$ cat config.mk
export PLATFORM = sky130hd
export DESIGN_NAME = down_timer
export DESIGN_NICKNAME = d
export VERILOG_FILES = /design/src/rtl/down_timer_pkg.sv /design/src/rtl/down_timer.sv
export SDC_FILE = /design/constraint.sdc
export NUM_CORES = 1
export LEC_CHECK = 0
export BUFFER_PORTS_ARGS = -buffer_cell sky130_fd_sc_hd__clkbuf_2
export CORE_AREA = 2 2 39 41
export CTS_CLUSTER_DIAMETER = 100
export DETAILED_ROUTE_END_ITERATION = 8
export DIE_AREA = 0 0 41 43
export PLACE_DENSITY = 0.45
export SLEW_MARGIN = 20
export SYNTH_ARGS = -nofsm -noshare
export SYNTH_HDL_FRONTEND = slang
export SYNTH_SLANG_ARGS = --single-unit
$ cat constraint.sdc
create_clock -name CLK -period 1.7 [get_ports CLK]
set_input_delay 0.34 -clock CLK [delete_from_list [all_inputs] [get_ports CLK]]
set_output_delay 0.34 -clock CLK [all_outputs]
set_load 0.01 [all_outputs]
$ cat src/rtl/down_timer_pkg.sv
// rtl/down_timer_pkg.sv - shared state type and constants for down_timer
package down_timer_pkg;

  // Two-state control: IDLE waits for a load, RUN counts down on EN
  typedef enum logic {
    IDLE = 1'b0,
    RUN  = 1'b1
  } state_t;

  localparam int DEFAULT_WIDTH = 4;

  localparam logic [DEFAULT_WIDTH-1:0] ALL_ZEROS = {DEFAULT_WIDTH{1'b0}};
  localparam logic [DEFAULT_WIDTH-1:0] ALL_ONES  = {DEFAULT_WIDTH{1'b1}};

endpackage

$ cat src/rtl/down_timer.sv
// rtl/down_timer.sv - cascadable loadable down counter with expiry pulse; option macro DOWN_TIMER_AUTO_RELOAD_EN
module down_timer
  import down_timer_pkg::*;
#(
  parameter int WIDTH = DEFAULT_WIDTH
) (
  input  logic             CLK,
  input  logic             RESET,
  input  logic             EN,
  input  logic             LOAD,
  input  logic [WIDTH-1:0] D,
  output logic [WIDTH-1:0] Q,
  output logic             BO,
  output logic             DONE,
  output logic             BUSY
);

  localparam logic [WIDTH-1:0] Q_ZERO = {WIDTH{1'b0}};
  localparam logic [WIDTH-1:0] Q_ONE  = {{(WIDTH-1){1'b0}}, 1'b1};

  state_t           state_q;
  state_t           state_d;
  logic [WIDTH-1:0] q_d;

`ifdef DOWN_TIMER_AUTO_RELOAD_EN
  logic [WIDTH-1:0] rld_q;

  // Reload register remembers the last loaded value for periodic restarts
  always_ff @(posedge CLK) begin
    if (RESET) begin
      rld_q <= Q_ZERO;
    end else if (LOAD) begin
      rld_q <= D;
    end
  end
`endif

  // Next-state, next-count and borrow-out; LOAD wins over counting, IDLE ignores EN
  always_comb begin
    state_d = state_q;
    q_d     = Q;
    BO      = 1'b0;
    if (LOAD) begin
      q_d     = D;
      state_d = RUN;
    end else if (state_q == RUN && EN) begin
      if (Q == Q_ZERO) begin
        BO = 1'b1;
`ifdef DOWN_TIMER_AUTO_RELOAD_EN
        q_d = rld_q;
`else
        state_d = IDLE;
`endif
      end else begin
        q_d = Q - Q_ONE;
      end
    end
  end

  // State, count and expiry pulse registers; reset dominates everything
  always_ff @(posedge CLK) begin
    if (RESET) begin
      state_q <= IDLE;
      Q       <= Q_ZERO;
      DONE    <= 1'b0;
    end else begin
      state_q <= state_d;
      Q       <= q_d;
      DONE    <= BO;
    end
  end

  assign BUSY = (state_q == RUN);

endmodule
==> flow_summary.json <==
{
  "status": "completed",
  "gr-total-overflow": 0,
  "tightest_slew_ns": 0.377,
  "cp-end-kind": "primary output",
  "ant_nets": 0,
  "drc_errors": 0,
  "power.density_nw_per_um2": 809,
  "clock_path_buffers": 2,
  "required_ns": 1.36,
  "root_buffer": "clkbuf_4",
  "place_ws_ns": 0.132,
  "die_h_um": 43,
  "final_cells": 69,
  "fmax_mhz": 626,
  "ys_ff_latch": 6,
  "synthFlopType": "dfxtp_1",
  "finalWirelength_um": 735,
  "synth_top_area_frac": 0.403,
  "arrival_ns": 1.26,
  "cp_num_buf_inv": 2,
  "final_nets": 64,
  "grt_usage": 0.0973,
  "slew_headroom": 0.748,
  "die_w_um": 41,
  "synth.largest_area_cell": "dfxtp_1",
  "wl_per_cell_um": 10.7,
  "setup_viol": 0,
  "postSynthCellCount": 35,
  "initial_core_util": 0.215,
  "htree_num_levels": 1,
  "drtIter0Drc": 5,
  "finClkSkew_ns": 0.00299,
  "layout_setup_ws_ns": 0.102,
  "grt_pass1_vias": 250,
  "area_growth_pct": 50.4,
  "cts_tree": "done",
  "ff_latch_area_um2": 120,
  "yosys-top-cells-count": "dfxtp_1 (6), nor2_1 (4), a311oi_1 (3), inv_1 (3), o21ai_0 (3)",
  "diodes": 0,
  "io_pins": 15,
  "synth_area_um2": 298,
  "portBuffers": 14,
  "die_area_um2": 1760,
  "whs_ns": 0.349,
  "cts-buffers-inserted": 3,
  "clkSlewWorstSetupHoldPaths_ns": 0.05,
  "hold_class": "primary input to flop",
  "multi_input_area_um2": 196,
  "routed_via_density": 4.74,
  "grt_max_degree": 9,
  "final.min_clock_period_ns": 1.60,
  "synth_nets": 44,
  "globalplace.congestion": 0.718,
  "fin_crit_sh": 0.940,
  "maxCapViolCount": 0,
  "cts_setup_buffers": 0,
  "antenna_found_initial": 0,
  "core_um2": 1380,
  "drtPass1Iterations": 2,
  "clkLatencyLatePin_ns": 0.24,
  "worstPathMaxFanout": 5,
  "postLayoutCellArea_um2": 448,
  "critPathSlowestCell": "dfxtp_1",
  "fillers": 168,
  "crit_family": "flip-flops",
  "fin_util": 0.324,
  "yosysWarnings": 0,
  "synth.area.top_cells": "dfxtp_1 (40%), a311oi_1 (8.8%), o21ai_0 (5.0%)",
  "drive_above_1_share": 0.434,
  "ys_seq_area_frac": 0.403,
  "dpl_cell_area_um2": 395,
  "cts_num_sinks": 6,
  "vias": 327,
  "cp_cell_sequence": "inv_1 -> ha_2 -> nand3_4 -> nor4_4 -> buf_2",
  "slew_viol_final": 0,
  "rows": 14,
  "peakVddDrop_uv": 336,
  "slowest_delay_ns": 0.33,
  "synth_edf_count": 0,
  "hpwl_um": 556,
  "yosysUniqueCellTypes": 18,
  "synthArstFlopShare": 0,
  "critPathKind": "flop to primary output",
  "start_kind": "flop",
  "dp_cells": 66,
  "setup_tns_ns": 0,
  "hold_viol_final": 0,
  "synth_most_common_cell": "dfxtp_1",
  "grt_first_pass_wirelength_mm": 1.09,
  "power_mw": 0.362,
  "postSynthAreaPerCell_um2": 8.51,
  "p_leak_nw": 0.185
}
==> routing by layer <==
layer  GRT usage  vias to the layer above  wire length [µm]  part of all wire
met1       0.131                      145               332              0.45
li1            -                      171                 -                 -
met2       0.109                       11               343              0.47
met4      0.0400                        0                 0                 0
met3      0.0785                        0                59             0.080
met5           0                        -                 0                 0
==> worst paths after layout <==
| path | slack [ns] | cells past startpoint | from | endpoint |
|---|---|---|---|---|
| worst max-delay path | 0.10 | 5 | Q[0] | BO |
| worst min-delay path | 0.35 | 3 | D[3] | Q[3] |
| worst max register to register | 0.12 | 5 | Q[0] | Q[0] |
| worst min register to register | 0.55 | 2 | Q[0] | Q[0] |
==> worst min-delay path, cell delays in order <==
cell	delay (ns)
clkbuf_2	0.08
nor2_1	0.08
a311oi_1	0.05
==> flip-flops by register name, summed over array words and instances (netlist names) <==
register  flops
DONE          1
BUSY          1
Q             4
==> logic make-up after synthesis <==
| kind of cell | count (synthesis) | synth area share |
|---|---|---|
| simple gates | 18 | 0.349 |
| compound gates | 7 | 0.168 |
| flops | 6 | 0.403 |
| buf+inv | 3 | 0.0378 |
| fa+ha+maj | 1 | 0.0420 |
==> cells in the final DEF, fill, tap and decap left out <==
| master | n |
|---|---|
| dfxtp_1 | 6 |
| nor2b_1 | 1 |
| buf_2 | 1 |
| clkbuf_2 | 13 |
| or4_1 | 1 |
| ha_2 | 1 |
| clkbuf_4 | 3 |
| inv_1 | 3 |
| nor4_4 | 1 |
| nor3_1 | 1 |
| a311oi_1 | 3 |
| nand3_4 | 1 |
| o21ai_0 | 3 |
| nand3b_1 | 1 |
| or3_1 | 2 |
| nor3b_1 | 2 |
| o311ai_0 | 1 |
| buf_4 | 1 |
| or3b_2 | 1 |
| nand2_1 | 2 |
| nor2_1 | 4 |
| or3_2 | 1 |
==> report_power, final <==
group          leakage, nW  internal [mW]  switching (mW)  total, mW
clock network       0.0138         0.0798          0.0511      0.131
logic                0.122         0.0321          0.0362     0.0683
registers           0.0497          0.151          0.0124      0.163
total                0.185          0.263          0.0996      0.362
==> repair_timing <==
item	CTS	global route
hold buffers	0	0
endpoints found under the setup margin	1	1
resized for setup	1	5
==> layout make-up <==
class / count / area share
Multi-Input combinational cell: 26 / 0.439
Sequential cell: 6 / 0.268
Inverter: 3 / 0.0251
Timing Repair Buffer: 15 / 0.173
Tap cell: 16 / 0.0447
Clock buffer: 3 / 0.0503
(Power assumes the default switching activity.)
